`src/rtl/mem_access_stage_pkg.sv`:
```
// mips32_defs: shared aluop load/store codes, exception codes, mem-stage FSM encoding and access-shape helpers
package mips32_defs;
  localparam logic [7:0] OP_LB  = 8'h90;
  localparam logic [7:0] OP_LBU = 8'h91;
  localparam logic [7:0] OP_LH  = 8'h92;
  localparam logic [7:0] OP_LHU = 8'h93;
  localparam logic [7:0] OP_LW  = 8'h94;
  localparam logic [7:0] OP_SB  = 8'h98;
  localparam logic [7:0] OP_SH  = 8'h99;
  localparam logic [7:0] OP_SW  = 8'h9A;
  localparam logic [4:0] EXC_NONE = 5'h10;
  localparam logic [4:0] EXC_ADEL = 5'h04;
  localparam logic [4:0] EXC_ADES = 5'h05;
  typedef enum logic [1:0] {ST_IDLE, ST_BUSY, ST_DONE, ST_DRAIN} mem_state_e;
  function automatic logic is_load(input logic [7:0] op);
    return op inside {OP_LB, OP_LBU, OP_LH, OP_LHU, OP_LW};
  endfunction
  function automatic logic is_store(input logic [7:0] op);
    return op inside {OP_SB, OP_SH, OP_SW};
  endfunction
  function automatic logic is_half(input logic [7:0] op);
    return op inside {OP_LH, OP_LHU, OP_SH};
  endfunction
  function automatic logic is_word(input logic [7:0] op);
    return op inside {OP_LW, OP_SW};
  endfunction
  function automatic logic [3:0] access_be(input logic [7:0] op, input logic [1:0] a);
    return is_word(op) ? 4'hF : is_half(op) ? (a[1] ? 4'b1100 : 4'b0011) : 4'b0001 << a;
  endfunction
  function automatic logic [31:0] lane_data(input logic [7:0] op, input logic [31:0] din);
    return is_word(op) ? din : is_half(op) ? {2{din[15:0]}} : {4{din[7:0]}};
  endfunction
endpackage

```
`src/rtl/mem_access_stage_load_align.sv`:
```
// load_align: picks the addressed byte/halfword lane of rdata and sign/zero extends it per load op (op, addr -> data)
module load_align
  import mips32_defs::*;
(
  input  logic [7:0]  op,
  input  logic [1:0]  addr,
  input  logic [31:0] rdata,
  output logic [31:0] data
);
  logic [7:0]  b;
  logic [15:0] h;
  logic        sx;
  assign b    = rdata[{addr, 3'b000} +: 8];
  assign h    = addr[1] ? rdata[31:16] : rdata[15:0];
  assign sx   = op == OP_LB || op == OP_LH;
  assign data = is_word(op) ? rdata : is_half(op) ? {{16{sx & h[15]}}, h} : {{24{sx & b[7]}}, b};
endmodule

```
`src/rtl/mem_access_stage.sv`:
```
// mem_access_stage: MEM stage bus FSM; EXE/MEM inputs (mem_*), flush -> dm_* bus request, stall_req, wb_* result
module mem_access_stage
  import mips32_defs::*;
(
  input  logic        clk,
  input  logic        rst_n,
  input  logic [7:0]  mem_aluop,
  input  logic [4:0]  mem_wa,
  input  logic        mem_wreg,
  input  logic        mem_mreg,
  input  logic [31:0] mem_wd,
  input  logic [31:0] mem_din,
  input  logic [4:0]  mem_exccode,
  input  logic        flush,
  output logic        dm_req,
  output logic        dm_we,
  output logic [31:0] dm_addr,
  output logic [3:0]  dm_be,
  output logic [31:0] dm_wdata,
  input  logic        dm_ack,
  input  logic [31:0] dm_rdata,
  output logic        stall_req,
  output logic [4:0]  wb_wa,
  output logic [31:0] wb_wd,
  output logic        wb_wreg,
  output logic [4:0]  wb_exccode
);
  mem_state_e  state;
  logic        ld, st, mem, misalign, access, done, mreg_unused;
  logic [31:0] rdata_q, ld_data;
  assign ld          = is_load(mem_aluop);
  assign st          = is_store(mem_aluop);
  assign mem         = ld | st;
  assign misalign    = (is_half(mem_aluop) & mem_wd[0]) | (is_word(mem_aluop) & |mem_wd[1:0]);
  assign access      = mem && mem_exccode == EXC_NONE && !misalign;
  assign done        = state == ST_DONE;
  assign mreg_unused = mem_mreg;
  load_align u_align (.op(mem_aluop), .addr(mem_wd[1:0]), .rdata(rdata_q), .data(ld_data));
  always_ff @(posedge clk or negedge rst_n) begin
    if (!rst_n) begin
      state    <= ST_IDLE;
      dm_req   <= 1'b0;
      dm_we    <= 1'b0;
      dm_addr  <= '0;
      dm_be    <= '0;
      dm_wdata <= '0;
      rdata_q  <= '0;
    end else begin
      case (state)
        ST_IDLE: if (access && !flush) begin
          dm_req   <= 1'b1;
          dm_we    <= st;
          dm_addr  <= {mem_wd[31:2], 2'b00};
          dm_be    <= access_be(mem_aluop, mem_wd[1:0]);
          dm_wdata <= lane_data(mem_aluop, mem_din);
          state    <= ST_BUSY;
        end
        ST_BUSY: if (dm_ack) begin
          dm_req  <= 1'b0;
          rdata_q <= dm_rdata;
          state   <= flush ? ST_IDLE : ST_DONE;
        end else if (flush) begin
          state <= ST_DRAIN;
        end
        ST_DONE: state <= ST_IDLE;
        ST_DRAIN: if (dm_ack) begin
          dm_req <= 1'b0;
          state  <= ST_IDLE;
        end
        default: state <= ST_IDLE;
      endcase
    end
  end
  assign stall_req  = rst_n && !flush && ((state == ST_IDLE && access) || state == ST_BUSY);
  assign wb_wa      = mem_wa;
  assign wb_wd      = done && ld ? ld_data : mem_wd;
  assign wb_wreg    = rst_n && (done ? mem_wreg && ld && !flush : mem_wreg && !mem);
  assign wb_exccode = !rst_n ? EXC_NONE :
                      (!done && misalign && mem_exccode == EXC_NONE) ? (st ? EXC_ADES : EXC_ADEL) :
                      mem_exccode;
endmodule

```
`config.mk`:
```
export PLATFORM = sky130hd
export DESIGN_NAME = mem_access_stage
export DESIGN_NICKNAME = d
export VERILOG_FILES = /design/src/rtl/mem_access_stage_pkg.sv /design/src/rtl/mem_access_stage_load_align.sv /design/src/rtl/mem_access_stage.sv
export SDC_FILE = /design/constraint.sdc
export NUM_CORES = 1
export LEC_CHECK = 0
export CAP_MARGIN = 20
export CORE_UTILIZATION = 46
export DETAILED_ROUTE_END_ITERATION = 10
export PLACE_DENSITY_LB_ADDON = 0.12
export SYNTH_ARGS = -nofsm -noshare
export SYNTH_HDL_FRONTEND = slang
export SYNTH_HIERARCHICAL = 1
export SYNTH_SLANG_ARGS = --single-unit
```
`constraint.sdc`:
```
create_clock -name clk -period 4.35 [get_ports clk]
set_input_delay 0.87 -clock clk [delete_from_list [all_inputs] [get_ports clk]]
set_output_delay 0.87 -clock clk [all_outputs]
set_load 0.03 [all_outputs]
```
# Yosys cells after proc, flatten, opt, wreduce, memory -nomap -nowiden
# Cells that the tools add are included.
word_totals:
  register_bits: 102
  latch_bits: 0
  mem_bits_rw: 0
  romBits: 0
  out_inout_bits: 114
  elab_cells: 84
  mem_count: 0
classes:
  addsub: 0
  mul: 0
  div: 0
  magnitude_cmp: 0
  eq_ne: 16
  n_shift: 2
  mux: 22
  n_bitwise: 6
  n_reduce_logical: 31
ops:
  columns: ["op", "n"]
  rows:
  - ["two-way mux 32 bit", 5]
  - ["equality test 8 bit (second input constant)", 8]
  - ["indexed part select 32 x 6 -> 8 bit", 1]
  - ["two-way mux 16 bit", 1]
  - ["logical AND 1 bit", 13]
  - ["two-way mux 4 bit", 3]
  - ["two-way mux 2 bit", 5]
  - ["two-way mux 5 bit", 2]
  - ["case mux 2 bit (4 select lines)", 1]
  - ["AND reduction 3 bit", 2]
  - ["nonzero test 3 bit", 2]
  - ["equality test 5 bit (second input constant)", 1]
  - ["nonzero test 5 bit", 1]
  - ["bitwise AND 1 bit", 4]
  - ["equality test 2 bit (second input constant)", 2]
  - ["logical NOT 1 bit", 4]
  - ["two-way mux 1 bit", 4]
  - ["inequality test 2 bit (second input constant)", 2]
  - ["AND reduction 2 bit", 2]
  - ["nonzero test 2 bit", 2]
  - ["OR reduction 2 bit", 2]
  - ["left shift 1 x 2 -> 4 bit (first input constant)", 1]
  - ["inequality test 3 bit (second input constant)", 1]
  - ["equality test 2 x 1 -> 1 bit (second input constant)", 1]
  - ["other kinds (5)", 7]

# Longest topological paths before layout
logic_depth:
  ltp_word: 9
  depth_mapped: 9
  ltp_nobuf: 6

# Hierarchy
# The synthesis kept the hierarchy.
by_module_without_submodules:
  columns: ["module", "instances", "cells_per_inst", "area_per_inst_um2"]
  rows:
  - ["mem_access_stage", 1, 351, 4911.0]
  - ["load_align", 1, 103, 742.0]

# Worst setup path after synthesis
# OpenSTA, ideal clock, no wires.
synth_timing:
  path_kind: "input to output"
  start: "input mem_wd[0]"
  end: "output wb_wd[17]"
  arrival_ns: 2.492
  slack_ns: 0.988
  path_stages: 7
  path_buffers: 2
  cell_sequence: "buf_2 > mux4_2 > mux2i_1 > nor4_4 > buf_6 > a21o_1 > mux2_2"
synth_via:
  elab_chain_len: 5
synth_rtl:
  columns: ["item", "line_no", "source"]
  rows:
  - ["start: declaration", "mem_access_stage.sv:11", "input logic [31:0] mem_wd,"]
  - ["indexed part select 32 x 6 -> 8 bit", "mem_access_stage_load_align.sv:13", "assign b = rdata[{addr, 3'b000} +: 8];"]
  - ["bitwise AND 1 bit", "mem_access_stage_load_align.sv:16", "assign data = is_word(op) ? rdata : is_half(op) ? {{16{sx & h[15]}}, h} : {{24{sx & b[7]}}, b};"]
  - ["two-way mux 32 bit (2 in a row)", "mem_access_stage_load_align.sv:16", null]
  - ["net ld_data[17]", "mem_access_stage.sv:30", "logic [31:0] rdata_q, ld_data;"]
  - ["two-way mux 32 bit", "mem_access_stage.sv:76", "assign wb_wd = done && ld ? ld_data : mem_wd;"]
  - ["end: declaration", "mem_access_stage.sv:24", "output logic [31:0] wb_wd,"]
# The timed path passes the listed nets, and every way through them passes these cells.

# Final worst setup path
layout_timing:
  start: "input mem_wd[0]"
  end: "output wb_wd[8]"
# Same word-level chain as after synthesis.

==> flow_summary.ini <==
[outcome]
status = completed

[placement]
gp_congestion = 0.760
port_buffers = 220
place_hpwl_mm = 11.5

[grt]
use_met2 = 0.411
use_met3 = 0.0530
grt-ovfl-total = 0
grt_pass1_vias = 4664
grtUsageMet1 = 0.336
grt_max_degree = 66
antenna_found_initial = 0
grt_pass1_wl_mm = 24.7
busiest_layer = met2
grt_usage = 0.250

[floorplanning]
io_pins = 234
die_x_um = 113
core-area_um2 = 12000
die_h_um = 113
initial_utilization = 0.471
dieArea_um2 = 12700
row_count = 40

[power]
leakage_nw = 3.87
p_total_mw = 2.18
peakVddDrop_mv = 0.190
power_density_nw_per_um2 = 263

[run]
maxCapViolCount = 0

[hold_path]
hold_class = reg2reg
min_path_cells = 1

[timing]
worst_slew_pin_slew_ns = 0.820
maxSlewViolCount = 0
fin_tns_setup_ns = 0
hold-worst-slack_ns = 0.504
hold_viol_final = 0
slew-limit-headroom = 0.453
finalCritPeriodShare = 0.955
max_freq_mhz = 241
skew_ns = 0.00962
setup_viol = 0
min_period_ns = 4.15
rsz0062_at_grt = false

[finish]
fin_nets = 793
layout.cells.most_common = clkdlybuf4s50_1
antenna_cells = 0
syn_to_final_growth_pct = 46.3
most-common-layout-cells = clkdlybuf4s50_1 (183), mux2_2 (147), dfrtp_1 (102), buf_4 (52), nor2_1 (24)
drive_gt1_frac = 0.366
num-fill-cells = 915

[routing]
viasPerCell = 5.49
drtIter0Drc = 177
drt-total-wl_mm = 15.6
wl_per_cell_um = 18.9
final_antenna_net_count = 0
drc_errors = 0
vias = 4526
drt_first_pass_iters = 4

[clock_tree]
cts_root_buf = clkbuf_16
htree_num_levels = 3
numCtsBuffers = 9
cts_tree = built
cts_resized = 0
cts_sinks = 102
clk_pin_slew_ns = 0.07
clk_latency_ns = 0.34
clk_path_buf_depth = 2

[logic_synthesis]
yosysWarnings = 6
ys_ff_latch = 102
syn_area_um2 = 5650
async_flop_share = 1.00
synth-main-ff-cell = dfrtp_1
avgSynthCellArea_um2 = 12.5
ys_seq_area_frac = 0.452
synth_cell_types = 59
synth_cells = 454
synth_enable_flop_cells = 0

[critical_path]
startpoint_type = input port
cp.required_ns = 3.48
arrival_ns = 3.28
reg2regPathDepth = 4
crit_type = in2out
endpoint_kind = output pin
cp_max_fo = 8
synthesized netlist by cell type (6+ instances only):
cell type / count / area, um2
dfrtp_1: 102 / 2550
a21oi_1: 12 / 60.1
nor2_1: 24 / 90.1
buf_4: 8 / 60.1
clkbuf_1: 6 / 22.5
o2bb2ai_1: 8 / 70.1
buf_6: 6 / 67.6
a22oi_1: 8 / 60.1
mux2_4: 8 / 120
a21o_2: 6 / 52.6
mux2_2: 147 / 1660
buf_2: 9 / 45.0
a221o_1: 7 / 70.1
a21o_1: 14 / 105
nand2_1: 17 / 63.8
o21ai_0: 10 / 50.1
power breakdown:
part / total (mW) / internal [mW] / switching [mW]
sequential: 0.966 / 0.959 / 0.00744
combinational: 0.341 / 0.183 / 0.159
clock: 0.868 / 0.511 / 0.358
total: 2.18 / 1.65 / 0.524
logic make-up after synthesis:
| group | Yosys count | synth area share |
|---|---|---|
| xor+xnor | 1 | 0.00155 |
| buf+inv | 38 | 0.0405 |
| flops | 102 | 0.452 |
| mux | 157 | 0.320 |
| simple gates | 75 | 0.0757 |
| other cells | 1 | 0.000663 |
| compound gates | 80 | 0.110 |
stage by stage:
stage,cell area [um2],worst slack (ns),instances,utilization
3_3_place_gp,7940,0.107,808,0.661
4_1_cts,8250,0.0297,824,0.687
6_report,8270,0.195,825,0.689
2_1_floorplan,5660,0.988,455,-
5_1_grt,8270,0.0826,825,0.689
3_5_place_dp,7940,0.0359,808,0.661
worst max-delay path, stage by stage:
cell and delay [ns]:
clkdlybuf4s50_1 0.67, mux4_2 0.59, o21ai_0 0.18, a21o_1 0.35, a21oi_1 0.16, mux2_2 0.29
buf_4 0.17
state kept, by name (all words and copies together), names as in the netlist:
signal,count
dm_addr,30
dm_be,4
dm_req,1
dm_wdata,32
dm_we,1
rdata_q,32
state,2
timing repair:
| action | in CTS | in global routing |
|---|---|---|
| endpoints found under the setup margin | 0 | 16 |
| hold buffers | 0 | 0 |
| setup buffers | 0 | 1 |
path summary, 6_finish.rpt:
| kind | start | end | slack, ns |
|---|---|---|---|
| setup / recovery | mem_wd[0] | wb_wd[8] | 0.20 |
| hold / removal | dm_req | dm_req | 0.50 |
| setup reg to reg | state[1] | dm_addr[8] | 2.41 |
| hold reg to reg | dm_req | dm_req | 0.50 |
| max in group asynchronous | rst_n | dm_wdata[9] | 2.59 |
| min in group asynchronous | rst_n | dm_wdata[1] | 0.51 |
per-layer routing:
layer | up-vias | routed length, um
li1 | 2094 | -
met1 | 2231 | 6770
met2 | 183 | 7500
met3 | 18 | 1070
met4 | 0 | 227
met5 | - | 0
cell type report:
cell class                      count  area, um2  area share
Multi-Input combinational cell    315       2880       0.348
Sequential cell                   102       2550       0.309
Timing Repair Buffer              240       2320       0.281
Clock buffer                       12        236      0.0286
Tap cell                          147        184      0.0222
Clock inverter                      4       80.1     0.00968
Inverter                            5       18.8     0.00227
(Power assumes the default switching activity.)
